File: config.mk
export PLATFORM = sky130hd
export DESIGN_NAME = cache_axi_bridge
export DESIGN_NICKNAME = d
export VERILOG_FILES = /design/src/rtl/cache_axi_bridge.sv
export SDC_FILE = /design/constraint.sdc
export NUM_CORES = 2
export LEC_CHECK = 0
export BUFFER_PORTS_ARGS = -buffer_cell sky130_fd_sc_hd__buf_4
export CAP_MARGIN = 20
export CORE_AREA = 2 2 542 544
export CTS_CLUSTER_DIAMETER = 30
export CTS_CLUSTER_SIZE = 25
export DETAILED_ROUTE_END_ITERATION = 10
export DIE_AREA = 0 0 544 546
export PLACE_DENSITY = 0.4
export SLEW_MARGIN = 20
export SYNTH_ARGS = -nofsm -noshare
export SYNTH_HDL_FRONTEND = slang
export SYNTH_SLANG_ARGS = --single-unit
export TNS_END_PERCENT = 5
File: constraint.sdc
create_clock -name clk -period 39.1 [get_ports clk]
set_input_delay 3.91 -clock clk [delete_from_list [all_inputs] [get_ports clk]]
set_output_delay 3.91 -clock clk [all_outputs]
set_load 0.01 [all_outputs]
File: src/rtl/cache_axi_bridge.sv
`default_nettype none
// ============================================================================
// Module  : cache_axi_bridge
// Runs one cache-line read or write request as a single AXI4 INCR burst.
// Revision: 1.0
// ============================================================================
module cache_axi_bridge #(
   parameter int DATA_W    = 64,
   parameter int LINE_W    = 512,
   parameter int MAX_BEATS = 8
) (
   input  logic                clk,
   input  logic                rst,
   // cache-side request
   input  logic                i_cache_rw_axi_valid,
   input  logic                i_cache_rw_axi_op,
   input  logic [63:0]         i_cache_rw_axi_addr,
   input  logic [LINE_W-1:0]   i_cache_rw_axi_wdata,
   input  logic [1:0]          i_cache_rw_axi_size,
   input  logic [7:0]          i_cache_rw_axi_blks,
   output logic                o_cache_rw_axi_ready,
   output logic [LINE_W-1:0]   o_cache_rw_axi_rdata,
   output logic                o_cache_rw_axi_err,
   // AW channel
   output logic                o_axi_aw_valid,
   output logic [63:0]         o_axi_aw_addr,
   output logic [7:0]          o_axi_aw_len,
   output logic [2:0]          o_axi_aw_size,
   input  logic                i_axi_aw_ready,
   // W channel
   output logic                o_axi_w_valid,
   output logic [DATA_W-1:0]   o_axi_w_data,
   output logic [7:0]          o_axi_w_strb,
   output logic                o_axi_w_last,
   input  logic                i_axi_w_ready,
   // B channel
   input  logic                i_axi_b_valid,
   input  logic [1:0]          i_axi_b_resp,
   output logic                o_axi_b_ready,
   // AR channel
   output logic                o_axi_ar_valid,
   output logic [63:0]         o_axi_ar_addr,
   output logic [7:0]          o_axi_ar_len,
   output logic [2:0]          o_axi_ar_size,
   input  logic                i_axi_ar_ready,
   // R channel
   input  logic                i_axi_r_valid,
   input  logic [DATA_W-1:0]   i_axi_r_data,
   input  logic [1:0]          i_axi_r_resp,
   input  logic                i_axi_r_last,
   output logic                o_axi_r_ready
);

   localparam logic [2:0] c_IDLE = 3'd0;
   localparam logic [2:0] c_AR   = 3'd1;
   localparam logic [2:0] c_R    = 3'd2;
   localparam logic [2:0] c_AW   = 3'd3;
   localparam logic [2:0] c_W    = 3'd4;
   localparam logic [2:0] c_B    = 3'd5;
   localparam logic [2:0] c_DONE = 3'd6;

   // Beat counter saturates here so a runaway R burst cannot wrap back into range.
   localparam logic [3:0] c_BEAT_SAT = 4'(MAX_BEATS);

   logic [2:0]          state_q,    state_d;
   logic [3:0]          beat_cnt_q, beat_cnt_d;
   logic [2:0]          len_q,      len_d;
   logic [LINE_W-1:0]   wdata_q,    wdata_d;
   logic [LINE_W-1:0]   rdata_q,    rdata_d;
   logic                err_q,      err_d;
   logic                ready_q,    ready_d;

   logic                aw_valid_q, aw_valid_d;
   logic [63:0]         aw_addr_q,  aw_addr_d;
   logic [7:0]          aw_len_q,   aw_len_d;
   logic [2:0]          aw_size_q,  aw_size_d;

   logic                w_valid_q,  w_valid_d;
   logic [DATA_W-1:0]   w_data_q,   w_data_d;
   logic [7:0]          w_strb_q,   w_strb_d;
   logic                w_last_q,   w_last_d;
   logic                b_ready_q,  b_ready_d;

   logic                ar_valid_q, ar_valid_d;
   logic [63:0]         ar_addr_q,  ar_addr_d;
   logic [7:0]          ar_len_q,   ar_len_d;
   logic [2:0]          ar_size_q,  ar_size_d;
   logic                r_ready_q,  r_ready_d;

   logic [3:0]          w_beat_nxt;
   logic [8:0]          w_rd_base;
   logic [8:0]          w_wr_base;
   logic                unused_blks_hi;

   assign w_beat_nxt     = beat_cnt_q + 4'd1;
   assign w_rd_base      = {beat_cnt_q[2:0], 6'd0};
   assign w_wr_base      = {w_beat_nxt[2:0], 6'd0};
   assign unused_blks_hi = ^i_cache_rw_axi_blks[7:3];

   function automatic logic [7:0] strb_for(input logic [1:0] size, input logic [2:0] off);
      logic [7:0] lanes;
      case (size)
         2'd0:    lanes = 8'h01;
         2'd1:    lanes = 8'h03;
         2'd2:    lanes = 8'h0F;
         default: lanes = 8'hFF;
      endcase
      return (size == 2'd3) ? 8'hFF : (lanes << off);
   endfunction

   always_comb begin
      state_d    = state_q;
      beat_cnt_d = beat_cnt_q;
      len_d      = len_q;
      wdata_d    = wdata_q;
      rdata_d    = rdata_q;
      err_d      = err_q;
      ready_d    = 1'b0;
      aw_valid_d = aw_valid_q;
      aw_addr_d  = aw_addr_q;
      aw_len_d   = aw_len_q;
      aw_size_d  = aw_size_q;
      w_valid_d  = w_valid_q;
      w_data_d   = w_data_q;
      w_strb_d   = w_strb_q;
      w_last_d   = w_last_q;
      b_ready_d  = b_ready_q;
      ar_valid_d = ar_valid_q;
      ar_addr_d  = ar_addr_q;
      ar_len_d   = ar_len_q;
      ar_size_d  = ar_size_q;
      r_ready_d  = r_ready_q;

      case (state_q)
         c_IDLE: begin
            if (i_cache_rw_axi_valid) begin
               len_d      = i_cache_rw_axi_blks[2:0];
               wdata_d    = i_cache_rw_axi_wdata;
               beat_cnt_d = 4'd0;
               err_d      = 1'b0;
               if (!i_cache_rw_axi_op) begin
                  state_d    = c_AR;
                  rdata_d    = '0;
                  ar_valid_d = 1'b1;
                  ar_addr_d  = i_cache_rw_axi_addr;
                  ar_len_d   = {5'b0, i_cache_rw_axi_blks[2:0]};
                  ar_size_d  = {1'b0, i_cache_rw_axi_size};
               end else begin
                  state_d    = c_AW;
                  aw_valid_d = 1'b1;
                  aw_addr_d  = i_cache_rw_axi_addr;
                  aw_len_d   = {5'b0, i_cache_rw_axi_blks[2:0]};
                  aw_size_d  = {1'b0, i_cache_rw_axi_size};
                  w_strb_d   = strb_for(i_cache_rw_axi_size, i_cache_rw_axi_addr[2:0]);
               end
            end
         end

         c_AR: begin
            if (i_axi_ar_ready) begin
               ar_valid_d = 1'b0;
               r_ready_d  = 1'b1;
               state_d    = c_R;
            end
         end

         c_R: begin
            if (i_axi_r_valid && r_ready_q) begin
               // Beats past the requested length are dropped but still flag an error.
               if (beat_cnt_q <= {1'b0, len_q}) begin
                  rdata_d[w_rd_base +: DATA_W] = i_axi_r_data;
               end else begin
                  err_d = 1'b1;
               end
               if (i_axi_r_resp != 2'b00) begin
                  err_d = 1'b1;
               end
               if (beat_cnt_q != c_BEAT_SAT) begin
                  beat_cnt_d = w_beat_nxt;
               end
               if (i_axi_r_last) begin
                  r_ready_d = 1'b0;
                  ready_d   = 1'b1;
                  state_d   = c_DONE;
               end
            end
         end

         c_AW: begin
            if (i_axi_aw_ready) begin
               aw_valid_d = 1'b0;
               w_valid_d  = 1'b1;
               w_data_d   = wdata_q[DATA_W-1:0];
               w_last_d   = (len_q == 3'd0);
               state_d    = c_W;
            end
         end

         c_W: begin
            if (i_axi_w_ready) begin
               if (w_last_q) begin
                  w_valid_d = 1'b0;
                  w_last_d  = 1'b0;
                  b_ready_d = 1'b1;
                  state_d   = c_B;
               end else begin
                  beat_cnt_d = w_beat_nxt;
                  w_data_d   = wdata_q[w_wr_base +: DATA_W];
                  w_last_d   = (w_beat_nxt[2:0] == len_q);
               end
            end
         end

         c_B: begin
            if (i_axi_b_valid) begin
               b_ready_d = 1'b0;
               ready_d   = 1'b1;
               if (i_axi_b_resp != 2'b00) begin
                  err_d = 1'b1;
               end
               state_d = c_DONE;
            end
         end

         c_DONE: begin
            state_d = c_IDLE;
         end

         default: begin
            state_d = c_IDLE;
         end
      endcase
   end

   always_ff @(posedge clk or posedge rst) begin
      if (rst) begin
         state_q    <= c_IDLE;
         beat_cnt_q <= '0;
         len_q      <= '0;
         wdata_q    <= '0;
         rdata_q    <= '0;
         err_q      <= 1'b0;
         ready_q    <= 1'b0;
         aw_valid_q <= 1'b0;
         aw_addr_q  <= '0;
         aw_len_q   <= '0;
         aw_size_q  <= '0;
         w_valid_q  <= 1'b0;
         w_data_q   <= '0;
         w_strb_q   <= '0;
         w_last_q   <= 1'b0;
         b_ready_q  <= 1'b0;
         ar_valid_q <= 1'b0;
         ar_addr_q  <= '0;
         ar_len_q   <= '0;
         ar_size_q  <= '0;
         r_ready_q  <= 1'b0;
      end else begin
         state_q    <= state_d;
         beat_cnt_q <= beat_cnt_d;
         len_q      <= len_d;
         wdata_q    <= wdata_d;
         rdata_q    <= rdata_d;
         err_q      <= err_d;
         ready_q    <= ready_d;
         aw_valid_q <= aw_valid_d;
         aw_addr_q  <= aw_addr_d;
         aw_len_q   <= aw_len_d;
         aw_size_q  <= aw_size_d;
         w_valid_q  <= w_valid_d;
         w_data_q   <= w_data_d;
         w_strb_q   <= w_strb_d;
         w_last_q   <= w_last_d;
         b_ready_q  <= b_ready_d;
         ar_valid_q <= ar_valid_d;
         ar_addr_q  <= ar_addr_d;
         ar_len_q   <= ar_len_d;
         ar_size_q  <= ar_size_d;
         r_ready_q  <= r_ready_d;
      end
   end

   assign o_cache_rw_axi_ready = ready_q;
   assign o_cache_rw_axi_rdata = rdata_q;
   assign o_cache_rw_axi_err   = err_q;
   assign o_axi_aw_valid       = aw_valid_q;
   assign o_axi_aw_addr        = aw_addr_q;
   assign o_axi_aw_len         = aw_len_q;
   assign o_axi_aw_size        = aw_size_q;
   assign o_axi_w_valid        = w_valid_q;
   assign o_axi_w_data         = w_data_q;
   assign o_axi_w_strb         = w_strb_q;
   assign o_axi_w_last         = w_last_q;
   assign o_axi_b_ready        = b_ready_q;
   assign o_axi_ar_valid       = ar_valid_q;
   assign o_axi_ar_addr        = ar_addr_q;
   assign o_axi_ar_len         = ar_len_q;
   assign o_axi_ar_size        = ar_size_q;
   assign o_axi_r_ready        = r_ready_q;

endmodule
`default_nettype wire
==> reports/results.tsv <==
stage	metric	value	unit
synthesis	Yosys cell types	54	
global_route	largest net degree at the start of global routing	163	
timing	Slew Limit Fails	0	
synthesis	sequential area share after synthesis	0.6186	
floorplanning	I/O pins	1406	
timing	Max Clk Rate	0.1210	GHz
synthesis	ys flop type	dfrtp_1	
global_route	Tot GR Track Use	0.1663	
synthesis	ranking of synthesized cells by area	dfrtp_1 (62%), nand2_1 (13%), mux4_2 (5.7%), o2bb2ai_1 (4.4%), a22o_1 (4.1%)	
synthesis	Synth Cell Area	0.05065	mm²
pwr	Switching Fraction	0.3240	
worst_setup_path	Max FO, Critical Path	110	
timing	RSZ-0062 raised after global routing	false	
placement	Port Buf Inserts	1388	
job	Max-Cap Viols	0	
detailed_routing	final wirelength	255000	µm
pwr	Leak Pwr	0.03859	µW
hold_path	Hold Path Stages	2	
outcome	status	finished, final reports clean	
detailed_routing	via count	42050	
floorplanning	# rows	199	
global_route	initial antenna violation count	69	
clock_tree	CTS max path bufs	4	
synthesis	Synth top area share	0.6186	
pwr	Flop pwr share	0.286	
worst_setup_path	Critical Path RT	39.87	ns
detailed_routing	Antenna Violating Nets Remaining	0	
synthesis	post-synthesis register bit count	1252	
cells_and_area	Layout fillers	30840	
timing	worst clock skew	0.06845	ns
pwr	Comb power frac	0.253	
clock_tree	Skew-Pair Late Insertion Delay	0.89	ns
synthesis	Synth Instances	4466	
synthesis	Commonest cells post-synth	nand2_1 (1755), dfrtp_1 (1252), o2bb2ai_1 (256)	
cells_and_area	Final Cell Area	0.07851	mm²
timing	Worst Max-Slew Pin Slew	1.118	ns
synthesis	Yosys top cell by area	dfrtp_1	
clock_tree	hold buffers post-CTS	0	
pwr	internal power	4572	µW
placement	Placer Congestion	0.8765	
floorplanning	die area	0.2970	mm²
worst_setup_path	CP Capture Type	flop	
detailed_routing	TritonRoute pass-1 iters	7	
timing	Tmin final	8.266	ns
floorplanning	Initial Utilization	0.1734	
timing	Setup Viol. Count Final	0	
detailed_routing	Starting DRT DRC Count	2433	
global_route	GRT Residual Overflow	0	
clock_tree	Clock Pin Slew Worst Setup and Hold Paths	0.04	ns
worst_setup_path	cell depth of the worst flop-to-flop path	8	
detailed_routing	DR WL/cell	24.94	µm
pwr	pwr dens	86.15	mW/mm²
clock_tree	postcts setup bufs	0	
timing	worst relative slew slack	0.2549	
synthesis	most frequent cell after synthesis	nand2_1	
pwr	net switching power	2191	µW
clock_tree	CTS tree	yes	
placement	area of placed instances	0.06533	mm²
timing	TNS Setup	0	ns
floorplanning	core area	0.2921	mm²
floorplanning	Chip Height	546	µm
pwr	clock network fraction of total power	0.460	
clock_tree	clock sinks	1252	
timing	period utilization	0.2114	
global_route	first-pass GRT wire length	354800	µm
placement	hpwl dp	184900	µm
detailed_routing	post-route DRC violation count	0	
floorplanning	Chip Width	544	µm
hold_path	HP Class	reg2reg	
clock_tree	Clock Root Buffer	clkbuf_16	
clock_tree	post-CTS resize count	0	
worst_setup_path	Startpoint Class	input pin	
cells_and_area	Syn-to-layout area delta	55.01	%
worst_setup_path	Crit Path Category	in2reg	
placement	placed cell count	9526	
synthesis	Avg Synthesized Cell Area	11.34	µm²
detailed_routing	Vias per Instance	4.113	
cells_and_area	final net count	6644	
synthesis	FFs w/ async S/R, synth	1.000	
clock_tree	CTS HTree Levels	5	
cells_and_area	layout cell share with drive strength beyond 1	0.3770	
synthesis	warning count from the yosys run	0	
worst_setup_path	CP Data Arrival Time	9.03	ns
timing	Hold Vio Cnt, Final	0	
clock_tree	CTS Buf Count	364	
cells_and_area	Layout Cells excl Fill	10220	
synthesis	number of synthesized flops with an enable pin	0	
global_route	vias in the first global route	44830	
pwr	VDD IR max	54.82	µV
-- critical path: stages --
cell and delay [ns]:
buf_4 0.11, or4b_4 0.80, buf_4 0.67, buf_4 0.73
buf_4 0.68, buf_4 0.82, buf_6 0.73, nand2_1 0.13
nand2_1 0.09
-- per-layer routing --
metal,wire length [µm],global-route usage,part of all wire,vias to the layer above
met5,423,0,0.0017,-
met4,10850,0.06684,0.043,62
met3,22590,0.06077,0.089,463
met2,123700,0.2816,0.48,1673
met1,97470,0.1880,0.38,21310
li1,-,-,-,18540
-- worst paths after layout --
path	from	endpoint	slack [ns]
hold / removal	wdata_q[393]$_DFFE_PP0P_	wdata_q[393]$_DFFE_PP0P_	0.46
hold reg to reg	wdata_q[393]$_DFFE_PP0P_	wdata_q[393]$_DFFE_PP0P_	0.46
min in group asynchronous	rst	o_cache_rw_axi_rdata[66]$_DFFE_PP0P_	3.28
setup / recovery	i_cache_rw_axi_valid	wdata_q[376]$_DFFE_PP0P_	30.83
max in group asynchronous	rst	wdata_q[356]$_DFFE_PP0P_	31.28
setup reg to reg	state_q[1]$_DFFE_PP0P_	wdata_q[376]$_DFFE_PP0P_	33.13
-- state kept, by name, indices dropped and copies added, names as in the netlist --
signal	cells
o_cache_rw_axi_err	1
o_cache_rw_axi_ready	1
o_axi_b_ready	1
o_cache_rw_axi_rdata	512
o_axi_aw_len	3
o_axi_w_strb	8
o_axi_ar_addr	64
o_axi_ar_size	2
o_axi_aw_valid	1
state_q	3
o_axi_aw_addr	64
o_axi_ar_valid	1
o_axi_r_ready	1
o_axi_w_valid	1
wdata_q	512
o_axi_aw_size	2
o_axi_w_data	64
beat_cnt_q	4
len_q	3
o_axi_ar_len	3
o_axi_w_last	1
-- kinds of logic after synthesis --
family	Yosys count	synth area share
XOR/XNOR	3	0.0005189
flip-flops	1252	0.6186
adder cells (fa/ha/maj)	6	0.001482
AO/OA/AOI/OAI	709	0.1098
buffers and inverters	338	0.02932
multiplexers	336	0.1015
other	1	0.00007404
AND/OR/NAND/NOR	1821	0.1387
-- placed cells by master, fill, tap and decap left out, types with 48 or more instances in the layout --
master / n
nand2_1: 1746
buf_4: 1446
dfrtp_1: 1251
clkbuf_16: 367
o2bb2ai_1: 256
a22o_1: 236
o21ai_0: 154
mux2_2: 140
mux4_2: 128
clkinv_2: 82
clkbuf_8: 73
mux2i_1: 68
clkbuf_1: 62
bufinv_16: 48
-- per-stage QoR --
| stage | setup WS, ns | power [µW] | util | hold WS, ns |
|---|---|---|---|---|
| 2_1_floorplan | 17.89 | 2890 | - | 0.4403 |
| 3_3_place_gp | 29.59 | 3685 | 0.2237 | 0.4539 |
| 3_5_place_dp | 29.54 | 3712 | 0.2237 | 0.4581 |
| 4_1_cts | 30.52 | 6885 | 0.2685 | 0.4684 |
| 5_1_grt | 30.47 | 7122 | 0.2687 | 0.4854 |
| 6_report | 30.83 | 6763 | 0.2688 | 0.4635 |
-- power by group through the flow --
stage,Clock (µW),Combinational (µW),Sequential [µW]
6_report,3110,1710,1940
5_1_grt,3250,1880,1980
4_1_cts,3180,1770,1940
3_5_place_dp,0,1760,1950
3_3_place_gp,0,1750,1940
2_1_floorplan,0,949,1940
-- cell type report --
cell class / count / area, µm² / share of cell area
Sequential cell: 1252 / 31330 / 0.3991
Multi-Input combinational cell: 2887 / 18050 / 0.2299
Timing Repair Buffer: 1457 / 11040 / 0.1406
Clock buffer: 502 / 10420 / 0.1327
Tap cell: 3919 / 4903 / 0.06246
Clock inverter: 171 / 2659 / 0.03387
Antenna cell: 23 / 57.56 / 0.0007331
Inverter: 12 / 48.80 / 0.0006215
No activity file was read; power rests on OpenSTA's default activity.
